[src/rtl/t09_sound_sequencer_if.sv]
// Bus between the game logic and the sound sequencer.
// The game side drives the event and tone settings; the sequencer returns its status and the DAC sample.
interface t09_sound_sequencer_if #(
    parameter int N     = 8,
    parameter int CH    = 4,
    parameter int DIV_W = 16,
    parameter int DUR_W = 20
);
    logic [CH-1:0]       event_i;
    logic [CH*DIV_W-1:0] period_i;
    logic [CH*DUR_W-1:0] dur_i;
    logic [CH-1:0]       mode_i;
    logic                mute_i;
    logic                busy_o;
    logic [CH-1:0]       active_o;
    logic [N-1:0]        soundOut;

    modport master (
        output event_i, period_i, dur_i, mode_i, mute_i,
        input  busy_o, active_o, soundOut
    );

    modport slave (
        input  event_i, period_i, dur_i, mode_i, mute_i,
        output busy_o, active_o, soundOut
    );
endinterface

[src/rtl/t09_sound_sequencer.sv]
// Multi-channel tone sequencer. Each channel has a rising-edge request latch.
// A fixed-priority arbiter with preemption picks one channel, and its square or sawtooth tone drives a registered DAC sample.
module t09_sound_sequencer #(
    parameter int N     = 8,
    parameter int CH    = 4,
    parameter int DIV_W = 16,
    parameter int DUR_W = 20,
    parameter int GAP   = 16
) (
    input  logic                   clk,
    input  logic                   rst,
    t09_sound_sequencer_if.slave   bus
);
    localparam int AW = (CH > 1) ? $clog2(CH) : 1;
    localparam int GW = $clog2(GAP + 1);

    typedef enum logic [1:0] {S_IDLE, S_PLAY, S_GAP} state_t;

    state_t           state_q, state_d;
    logic [CH-1:0]    evt_q, pend_q, pend_d;
    logic [AW-1:0]    act_q, act_d;
    logic [DIV_W-1:0] div_q, div_d;
    logic [DUR_W-1:0] dur_q, dur_d;
    logic [GW-1:0]    gap_q, gap_d;
    logic             level_q, level_d;
    logic [N-1:0]     phase_q, phase_d;
    logic [N-1:0]     snd_q, snd_d;

    logic [DIV_W-1:0] period_arr [CH];
    logic [DUR_W-1:0] dur_arr [CH];
    logic [CH-1:0]    rise, clr;
    logic [AW-1:0]    sel;
    logic             any_pend, load, tick;
    logic [DIV_W-1:0] p_eff;
    logic [N-1:0]     sample;

    genvar gi;
    generate
        for (gi = 0; gi < CH; gi++) begin : g_ch
            assign period_arr[gi]   = bus.period_i[gi*DIV_W +: DIV_W];
            assign dur_arr[gi]      = bus.dur_i[gi*DUR_W +: DUR_W];
            assign bus.active_o[gi] = (state_q == S_PLAY) && (act_q == AW'(gi));
        end
    endgenerate

    assign rise     = bus.event_i & ~evt_q;
    assign any_pend = |pend_q;

    // Scan from the top so the lowest pending index wins.
    always_comb begin
        sel = '0;
        for (int i = CH - 1; i >= 0; i--) begin
            if (pend_q[i]) sel = AW'(i);
        end
    end

    // A period of zero behaves like one: a tick every cycle.
    assign p_eff  = (period_arr[act_q] == '0) ? DIV_W'(1) : period_arr[act_q];
    assign tick   = (div_q == p_eff - DIV_W'(1));
    assign sample = bus.mode_i[act_q] ? phase_q : {N{level_q}};

    always_comb begin
        state_d = state_q;
        act_d   = act_q;
        div_d   = div_q;
        dur_d   = dur_q;
        gap_d   = gap_q;
        level_d = level_q;
        phase_d = phase_q;
        clr     = '0;
        load    = 1'b0;

        case (state_q)
            S_IDLE: begin
                if (any_pend) begin
                    clr[sel] = 1'b1;
                    load     = (dur_arr[sel] != '0);
                end
            end
            S_PLAY: begin
                if (any_pend && (sel < act_q)) begin
                    clr[sel] = 1'b1;
                    load     = (dur_arr[sel] != '0);
                end
                if (!load) begin
                    div_d = tick ? '0 : div_q + DIV_W'(1);
                    if (tick) begin
                        level_d = ~level_q;
                        phase_d = phase_q + N'(1);
                    end
                    if (pend_q[act_q]) clr[act_q] = 1'b1;
                    // A retrigger restarts the length but keeps the waveform running.
                    if (pend_q[act_q] && (dur_arr[act_q] != '0)) begin
                        dur_d = dur_arr[act_q];
                    end else if (dur_q == DUR_W'(1)) begin
                        state_d = S_GAP;
                        gap_d   = GW'(GAP);
                    end else begin
                        dur_d = dur_q - DUR_W'(1);
                    end
                end
            end
            S_GAP: begin
                if (gap_q == GW'(1)) begin
                    state_d = S_IDLE;
                    gap_d   = '0;
                end else begin
                    gap_d = gap_q - GW'(1);
                end
            end
            default: state_d = S_IDLE;
        endcase

        if (load) begin
            state_d = S_PLAY;
            act_d   = sel;
            div_d   = '0;
            dur_d   = dur_arr[sel];
            level_d = 1'b0;
            phase_d = '0;
        end

        pend_d = (pend_q & ~clr) | rise;
        snd_d  = ((state_q == S_PLAY) && !bus.mute_i) ? sample : '0;
    end

    always_ff @(posedge clk or posedge rst) begin
        if (rst) begin
            state_q <= S_IDLE;
            evt_q   <= '0;
            pend_q  <= '0;
            act_q   <= '0;
            div_q   <= '0;
            dur_q   <= '0;
            gap_q   <= '0;
            level_q <= 1'b0;
            phase_q <= '0;
            snd_q   <= '0;
        end else begin
            state_q <= state_d;
            evt_q   <= bus.event_i;
            pend_q  <= pend_d;
            act_q   <= act_d;
            div_q   <= div_d;
            dur_q   <= dur_d;
            gap_q   <= gap_d;
            level_q <= level_d;
            phase_q <= phase_d;
            snd_q   <= snd_d;
        end
    end

    assign bus.busy_o   = (state_q != S_IDLE);
    assign bus.soundOut = snd_q;
endmodule

[src/flat_wrapper.sv]
// flat-port wrapper written by rule: the top's interface ports become plain ports
module t09_sound_sequencer_flat 
#(
    parameter int N     = 8,
    parameter int CH    = 4,
    parameter int DIV_W = 16,
    parameter int DUR_W = 20,
    parameter int GAP   = 16
)
  (clk, rst, bus_event_i, bus_period_i, bus_dur_i, bus_mode_i, bus_mute_i, bus_busy_o, bus_active_o, bus_soundOut);
  t09_sound_sequencer_if #(.N(N), .CH(CH), .DIV_W(DIV_W), .DUR_W(DUR_W)) bus_i ();
  input  logic clk;
  input  logic rst;
  input wire logic [$bits(bus_i.event_i)-1:0] bus_event_i;
  input wire logic [$bits(bus_i.period_i)-1:0] bus_period_i;
  input wire logic [$bits(bus_i.dur_i)-1:0] bus_dur_i;
  input wire logic [$bits(bus_i.mode_i)-1:0] bus_mode_i;
  input wire logic [$bits(bus_i.mute_i)-1:0] bus_mute_i;
  output wire logic [$bits(bus_i.busy_o)-1:0] bus_busy_o;
  output wire logic [$bits(bus_i.active_o)-1:0] bus_active_o;
  output wire logic [$bits(bus_i.soundOut)-1:0] bus_soundOut;
  assign bus_i.event_i = bus_event_i;
  assign bus_i.period_i = bus_period_i;
  assign bus_i.dur_i = bus_dur_i;
  assign bus_i.mode_i = bus_mode_i;
  assign bus_i.mute_i = bus_mute_i;
  assign bus_busy_o = bus_i.busy_o;
  assign bus_active_o = bus_i.active_o;
  assign bus_soundOut = bus_i.soundOut;
  t09_sound_sequencer #(.N(N), .CH(CH), .DIV_W(DIV_W), .DUR_W(DUR_W), .GAP(GAP)) u_core (.clk(clk), .rst(rst), .bus(bus_i));
endmodule
[config.mk]
export PLATFORM = sky130hd
export DESIGN_NAME = t09_sound_sequencer_flat
export DESIGN_NICKNAME = d
export VERILOG_FILES = /design/src/rtl/t09_sound_sequencer_if.sv /design/src/rtl/t09_sound_sequencer.sv /design/src/flat_wrapper.sv
export SDC_FILE = /design/constraint.sdc
export NUM_CORES = 1
export LEC_CHECK = 0
export CORE_MARGIN = 2
export CORE_UTILIZATION = 30
export CTS_BUF_LIST = sky130_fd_sc_hd__clkbuf_4 sky130_fd_sc_hd__clkbuf_8
export DETAILED_ROUTE_END_ITERATION = 6
export SETUP_SLACK_MARGIN = 0.05
export SLEW_MARGIN = 30
export SYNTH_ARGS = -nofsm -noshare
export SYNTH_HDL_FRONTEND = slang
export SYNTH_SLANG_ARGS = --single-unit
[constraint.sdc]
create_clock -name clk -period 6.8 [get_ports clk]
set_input_delay 2.04 -clock clk [delete_from_list [all_inputs] [get_ports clk]]
set_output_delay 2.04 -clock clk [all_outputs]
set_load 0.02 [all_outputs]
* Word level (Yosys, flattened, before mapping)
Index checks and enable logic that the tools add are counted.
** Cells by class
- $add $sub $neg :: 5
- Magnitude comparators :: 7
- Equality and inequality tests :: 18
- Mux-type cells :: 62
- Bitwise gates (word level) :: 9
- Reductions and logical operators :: 25
** Operators by type and width (number)
- $mux W20 :: 9
- $mux W16 :: 7
- $bmux W20 S2 :: 2
- $mux W8 :: 6
- $reduce_bool A20 Y1 :: 2
- $bmux W16 S2 :: 1
- $eq A20 B1 Y1 const B :: 1
- $mux W4 :: 5
- $mux W5 :: 4
- $sub A20 B1 Y20 const B :: 1
- $mux W2 :: 9
- $add A16 B1 Y16 const B :: 1
- $eq A16 B16 Y1 :: 1
- $logic_not A16 Y1 :: 1
- $sub A16 B1 Y16 const B :: 1
- $mux W1 :: 11
- $pmux W5 S2 :: 1
- $logic_and A1 B1 Y1 :: 9
- $ne A3 B2 Y1 const B :: 3
- $add A8 B1 Y8 const B :: 1
- $and A4 B4 Y4 :: 2
- $not A4 Y4 :: 2
- $or A4 B4 Y4 :: 2
- $pmux W4 S2 :: 1
- 25 further kinds :: 43
** Word-level totals
- Register bits after elaboration :: 70
- Input port bits :: 155
- Output and inout port bits :: 13
- Word-level logic and storage cells :: 136

* Longest topological paths before layout
Gate-level depths: netlist of the first run.
- Word-level depth :: 17
- Depth in mapped cells :: 20
- Gate-level depth less buffers :: 15

* Worst setup path after synthesis of the first run
OpenSTA, ideal clock, no wires.
- Path type :: input to register
- From :: input port bus_period_i[27]
- To :: register u_core.phase_q[4]
- Library setup time :: 0.078 ns
- Arrival time :: 6.302 ns
- Data required time :: 6.722 ns
- Path slack :: 0.420 ns
- Cell stages on the path :: 16
- Buffers on the path :: 3
- Cell sequence :: mux4_1 -> or4_1 -> buf_2 -> or3_1 -> nor2_1 -> nor2_1 -> ha_1 -> or3b_2 -> clkbuf_1 -> nor4_1 -> or4b_2 -> a41o_1 -> or3_1 -> buf_2 -> or3_1 -> a21oi_1
** Between the ends
- Word-level cells in the longest chain between the ends :: 9
** Ends and longest elaborated chain
- start, declared :: line flat_wrapper.sv:15 : input wire logic [$bits(bus_i.period_i)-1:0] bus_period_i;
- $bmux W16 S2 (*) :: line t09_sound_sequencer.sv:58 : assign p_eff = (period_arr[act_q] == '0) ? DIV_W'(1) : period_arr[act_q];
- $mux W16 (implied by the code) (*) (2 in a row) :: line t09_sound_sequencer.sv:58
- $logic_not A16 Y1 :: line t09_sound_sequencer.sv:58
- $mux W16 (*) :: line t09_sound_sequencer.sv:58
- $sub A16 B1 Y16 (*) :: line t09_sound_sequencer.sv:59 : assign tick = (div_q == p_eff - DIV_W'(1));
- $eq A16 B16 Y1 (*) :: line t09_sound_sequencer.sv:59
- $reduce_bool A2 Y1 (no line) (*)
- $reduce_and A3 Y1 (no line) (*)
- end signal, assigned :: line t09_sound_sequencer.sv:148 : phase_q <= phase_d;
- end, declared :: line t09_sound_sequencer.sv:26 : logic [N-1:0] phase_q, phase_d;
Mark *: on every way between the ends. The rest lies on a longest branch, timed or not. The select of a mux whose other input is x is not followed.
A chain may end at the register's enable or synchronous reset.

* Worst setup path after layout of the first run
Same ends and word-level chain as after synthesis.

==> qor.txt, run 1 <==
post-DP HPWL: 16.7 mm
crit start category: input port
ANT nets after route: 0
FF-to-FF Start: u_core.act_q[0]$_DFFE_PP0P_
top cells by area, synth: dfrtp_1, mux4_2, nor2_1
Die H: 147 µm
crit-path most repeated cell: or3_1
die width: 147 µm
Setup Skew: 0.0122 ns
relative slew slack: 39.9%
Hold Path Sink: u_core.pend_q[0]$_DFF_PP0_
crit path capture type: register
Distinct cells, synth: 64
Worst path slowest cell: or4b_2
Achievable Freq: 158 MHz
vias in the first global route: 6368
worst hold slack: 0.419 ns
Data arrival, critical path: 6.61 ns
Leak: 3.14 nW
Syn Area/Cell: 8.84 µm²
FF+latch count, synth: 70
Area growth, synth to finish: 35.2%
Slew Limit Fails: 0
Rows: 52
Post-CTS Setup Repair Bufs: 0
post-synth top area share: 28.6%
Clock Power Share: 10.3%
CP Max Fanout: 9
HP Start: u_core.evt_q[0]$_DFF_PP0_
Hold Crit Depth: 1
CTS tree: done
Synth warnings: 0
Sw Pwr: 1.67 mW
Worst R2R End: u_core.phase_q[4]$_DFFE_PP0P_
hold_buf cts: 0
fin crit period: 6.32 ns
fin area: 8270 µm²
Fill cells: 2011
Final nets: 1005
Initial DRT Pass Iterations: 6
setup slack, reg-to-reg: 1.73 ns
Post-Syn Area: 6120 µm²
PD cells: 408 nW/µm²
Sw Ratio: 49.5%
PortBufs: 167
DP Cell Count: 1101
synth cell count leaders: dfrtp_1, nor2_1, nand2_1, a21oi_1, o21ai_0
final cell utilization of the core: 41.2%
setup ws final: 0.485 ns
Top FF cell, synth: dfrtp_1
setup TNS: 0 ns
via count: 6364
Overflow after GRT: 0
Setup crit start: bus_period_i[27]
largest net degree at the start of global routing: 44
maximum vdd drop: 0.000261 V
Worst-Skew Late Latency: 0.36 ns
CP Cell Sequence: clkdlybuf4s50_1 -> mux4_1 -> or4_1 -> or3_1 -> nor2_1 -> nor2_1 -> ha_1 -> or3b_2 -> nor4_1 -> or4b_2 -> a41o_1 -> or3_1 -> or3_1 -> a21oi_1
most frequent cell after synthesis: dfrtp_1
Num CTS Buffers: 9
CP max stage delay: 0.62 ns
Seq/Total Area, Yosys: 28.6%
final wirelength: 22.1 mm
total power: 3.37 mW
worst slew pin tran: 0.902 ns
Reg clk slew, reported paths: 0.09 ns
fin cells: 1117
worst slack, placed: 0.148 ns
Register-to-Register Path Depth: 13
Max Cap Violations: 0
FF+latch area: 1750 µm²
initial DRC count: 520
post_cts resized: 0
Final Hold Violating Endpoints: 0
drc violations: 0
Top Ports: 168
run status: complete, no violations
Mapped Nets: 855
sequential fraction of design power: 21.7%
clk buf depth: 2
Post-synth EDFFs: 0
share of layout cells above drive strength 1: 9.68%
WP data required: 7.10 ns
RSZ-0062 raised after global routing: false
Internal Pwr Total: 1.70 mW
final RePlAce weighted congestion: 0.895
Comb pwr share: 67.9%
final setup fails: 0
placed cell area: 8080 µm²
Vias/cell: 5.70
ant diodes: 0
number of H-tree levels: 3
Root Driver: clkbuf_8
die area: 21500 µm²
area occupied by multi-input gates: 4060 µm²
Clock Sinks: 70
Cells after Synth: 692
Starting Density: 30.4%
Setup CP Type: input port to register
WL/cell: 19.8 µm
first-pass GRT wire length: 35.5 mm
core region area: 20100 µm²
cell taking the most area after synthesis: dfrtp_1
fin crit share: 92.9%
GRT Util Overall: 20.8%
initial antenna violation count: 0
Post-synth ARST share: 100%
Min-Delay Path Class: register to register
==> cells by family after synthesis <==
group	synth area share, %
AND/OR/NAND/NOR	21.1
AO/OA/AOI/OAI	21.1
buffers and inverters	5.20
flip-flops	28.6
XOR/XNOR	6.73
multiplexers	15.6
adder cells (fa/ha/maj)	1.64
==> power by group through the flow <==
stage	combinational, mW	clock [mW]	sequential, mW
final	2.29	0.349	0.733
after global routing	2.51	0.371	0.758
after CTS	2.27	0.353	0.730
after detailed placement	2.26	0	0.738
after global placement	2.24	0	0.737
after floorplan	1.66	0	0.640
==> how the worst max path moves through the flow <==
stage | slack, ns | end
after global placement | 0.21 | u_core.phase_q[5]$_DFFE_PP0P_
after floorplan | 0.42 | u_core.phase_q[4]$_DFFE_PP0P_
after global routing | 0.31 | u_core.phase_q[4]$_DFFE_PP0P_
final | 0.48 | u_core.phase_q[4]$_DFFE_PP0P_
after CTS | 0.51 | u_core.phase_q[4]$_DFFE_PP0P_
after detailed placement | 0.15 | u_core.phase_q[4]$_DFFE_PP0P_
==> final cells by class <==
type                    count  share of cell area, %
repair buffers            187                   22.0
flip-flops and latches     70                   21.2
clock buffers               9                   1.50
clock inverters             7                  0.877
multi-input cells         546                   49.0
inverters                  28                   1.29
well taps                 270                   4.08
==> placed cells by master (no fill, tap or decap), types with 21 or more instances in the layout <==
master / instances
o21ai_0: 41
inv_1: 26
mux4_2: 33
clkdlybuf4s50_1: 167
nor4_1: 21
nand2_1: 45
dfrtp_1: 68
xnor2_1: 23
xor2_1: 24
nor2_1: 63
a21oi_1: 42
==> state kept, by name, indices dropped and copies added, names as in the netlist <==
signal	cells
u_core.act_q	2
u_core.bus.soundOut	8
u_core.div_q	16
u_core.dur_q	20
u_core.evt_q	4
u_core.gap_q	5
u_core.level_q	1
u_core.pend_q	4
u_core.phase_q	8
u_core.state_q	2
==> routing by layer <==
layer	global-route usage (%)	up-vias	share of wire [%]
li1	-	2927	-
met1	28.5	3139	44
met2	32.8	257	46
met3	4.50	41	7.3
met4	6.65	0	2.7
met5	0	-	0
==> worst max-delay path, delay by kind of cell <==
family	cells	cell delay (ns)
compound gates	2	0.42
fa+ha+maj	1	0.21
buf+inv	1	0.39
mux	1	0.56
simple gates	9	2.99
(Power assumes the default switching activity.)
==> run 2: changes to the inputs <==
Settings changed: CORE_MARGIN 2 to unset.
Clock period 6.8 ns to 6.1 ns, I/O delays scaled along.
==> run 2 against run 1 <==
  * Clock skew down 0.0014 ns
  * Largest power group unchanged
  * Flip-flop and latch count unchanged
  * Critical path depth up 2
  * Highest routed layer unchanged
  * Via count decreased by 0.86%
  * Non-clock buffer count grew 21
  * Cell count rose by 1.5%
  * Clock-buffer cell count grew 3
  * Clock power is 8.3% higher
==> qor.txt, run 2 (same netlist as run 1, synthesis figures left out) <==
PD cells: 452 nW/µm² (+11%)
Die H: 145 µm (-1.4%)
DP Cell Count: 1115 (+1.3%)
most frequent cells in the layout: clkdlybuf4s50_1, dfrtp_1, nor2_1
final setup fails: 0 (unchanged)
WP data required: 6.38 ns (-0.72 ns)
initial DRC count: 520 (unchanged)
setup slack, reg-to-reg: 1.40 ns (-0.33 ns)
worst slew pin tran: 0.825 ns (-0.0770 ns)
crit start category: input port
Setup CP Type: input port to register
die area: 21000 µm² (-2.7%)
Register-to-Register Path Depth: 15 (+2)
CP Max Fanout: 6 (-3)
Clock Sinks: 70 (unchanged)
setup TNS: 0 ns (unchanged)
maximum vdd drop: 0.000270 V (+3.4%)
crit path capture type: register
post-DP HPWL: 16.2 mm (-3.2%)
worst hold slack: 0.418 ns (-0.00181 ns)
largest net degree at the start of global routing: 48 (+9.1%)
ant diodes: 0 (unchanged)
Vias/cell: 5.56 (-2.4%)
Achievable Freq: 174 MHz
ANT nets after route: 0 (unchanged)
CTS tree: done
Area growth, synth to finish: 38.6%
WL/cell: 18.6 µm (-5.8%)
Reg clk slew, reported paths: 0.08 ns (about the same)
Top Ports: 168 (unchanged)
largest reg by FF count: u_core.dur_q
Final Hold Violating Endpoints: 0 (unchanged)
PortBufs: 167 (unchanged)
Overflow after GRT: 0 (unchanged)
Max Cap Violations: 0 (unchanged)
Setup Skew: 0.0108 ns (-0.00140 ns)
final RePlAce weighted congestion: 0.885 (-1.1%)
Slew Limit Fails: 0 (unchanged)
run status: complete, no violations
core region area: 19700 µm² (-1.9%)
first-pass GRT wire length: 33.9 mm (-4.6%)
commonest non-fill, non-tap cell in the layout: clkdlybuf4s50_1
RSZ-0062 raised after global routing: false
Num CTS Buffers: 9 (unchanged)
total power: 3.83 mW (+13%)
GRT Util Overall: 20.9% (+0.19 points)
Starting Density: 31.0% (+0.60 points)
CP Capture Point: u_core.phase_q[4]$_DFFE_PP0P_
Setup crit start: bus_period_i[45]
Final nets: 1027 (+2.2%)
FF-to-FF Start: u_core.act_q[0]$_DFFE_PP0P_
number of flip-flops in the largest register: 20 (unchanged)
initial antenna violation count: 0 (unchanged)
number of H-tree levels: 3 (unchanged)
relative slew slack: 44.9% (+5.0 points)
die width: 145 µm (-1.4%)
fin crit share: 94.3%
Root Driver: clkbuf_8
final wirelength: 21.1 mm (-4.4%)
Worst R2R End: u_core.phase_q[4]$_DFFE_PP0P_
final cell utilization of the core: 43.0% (+1.8 points)
drc violations: 0 (unchanged)
largest registers: u_core.dur_q: 20 flops, u_core.div_q: 16 flops
Initial DRT Pass Iterations: 5 (-1)
fin cells: 1134 (+1.5%)
vias in the first global route: 6240 (-2.0%)
Worst-Skew Late Latency: 0.35 ns (about the same)
via count: 6309 (-0.86%)
Leak: 3.25 nW (+3.6%)
Rows: 51 (-1.9%)
fin crit period: 5.75 ns
clk buf depth: 2 (unchanged)
Min-Delay Path Class: register to register
Data arrival, critical path: 6.03 ns (-0.58 ns)
share of layout cells above drive strength 1: 13.0% (+3.3 points)
## run 2: changes by cell type in the layout (fill, tap and decap cells not counted), moves of 2 or more
cell,delta
buf_4,+20
clkbuf_4,+3
or3_1,-3
or3_4,+3
a21oi_1,-2
a21oi_2,+2
## run 2: stage by stage
stage | worst slack (ns) | instance area (µm²)
floorplan | 0.0714 | 6110
global placement | -0.0797 | 8220
detailed placement | -0.152 | 8220
CTS | 0.220 | 8420
global route | 0.0949 | 8480
finish | 0.345 | 8480
## run 2: how the worst min path moves through the flow
stage	startpoint	to	slack, ns	depth (start not counted)
CTS	u_core.evt_q[0]$_DFF_PP0_	u_core.pend_q[0]$_DFF_PP0_	0.42	1
global route	u_core.evt_q[0]$_DFF_PP0_	u_core.pend_q[0]$_DFF_PP0_	0.44	1
floorplan	u_core.evt_q[0]$_DFF_PP0_	u_core.pend_q[0]$_DFF_PP0_	0.40	1
finish	u_core.evt_q[0]$_DFF_PP0_	u_core.pend_q[0]$_DFF_PP0_	0.42	1
global placement	u_core.evt_q[0]$_DFF_PP0_	u_core.pend_q[0]$_DFF_PP0_	0.40	1
detailed placement	u_core.evt_q[0]$_DFF_PP0_	u_core.pend_q[0]$_DFF_PP0_	0.41	1
## run 2: critical path: stages
cell	delay, ns
clkdlybuf4s50_1	0.40
mux4_2	0.48
or4_4	0.55
or3_4	0.39
nor2_2	0.09
nor2_1	0.05
ha_1	0.19
or3b_2	0.20
buf_4	0.13
nor3_1	0.05
mux2_2	0.27
nor4_1	0.26
nand4_1	0.20
or3_4	0.45
or3_1	0.35
a21oi_1	0.14
## run 2: what timing repair did
item	4_1_cts	5_1_grt
hold buffers	0	0
resized for setup	0	9
setup endpoints to repair	0	23
setup buffers	0	2
endpoints found under the hold margin	0	0
## run 2: metal layers
layer / vias up / track usage, % / routed length (µm)
met4: 0 / 5.98 / 458
met1: 3080 / 28.9 / 9340
met3: 31 / 3.82 / 1230
li1: 2969 / - / -
met5: - / 0 / 0
met2: 229 / 33.3 / 10100
## run 2: layout make-up
cell class,instances,area [µm²]
clock buffers,12,146
clock inverters,4,47.5
fillers,1924,11200
inverters,28,108
multi-input cells,547,4100
flip-flops and latches,70,1750
well taps,265,332
repair buffers,208,1990
## run 2: power by group
group / switching [mW] / internal [mW] / total, mW
sequential: 0.179 / 0.599 / 0.778
combinational: 1.47 / 1.20 / 2.67
clock: 0.177 / 0.202 / 0.378
total: 1.83 / 2.00 / 3.83
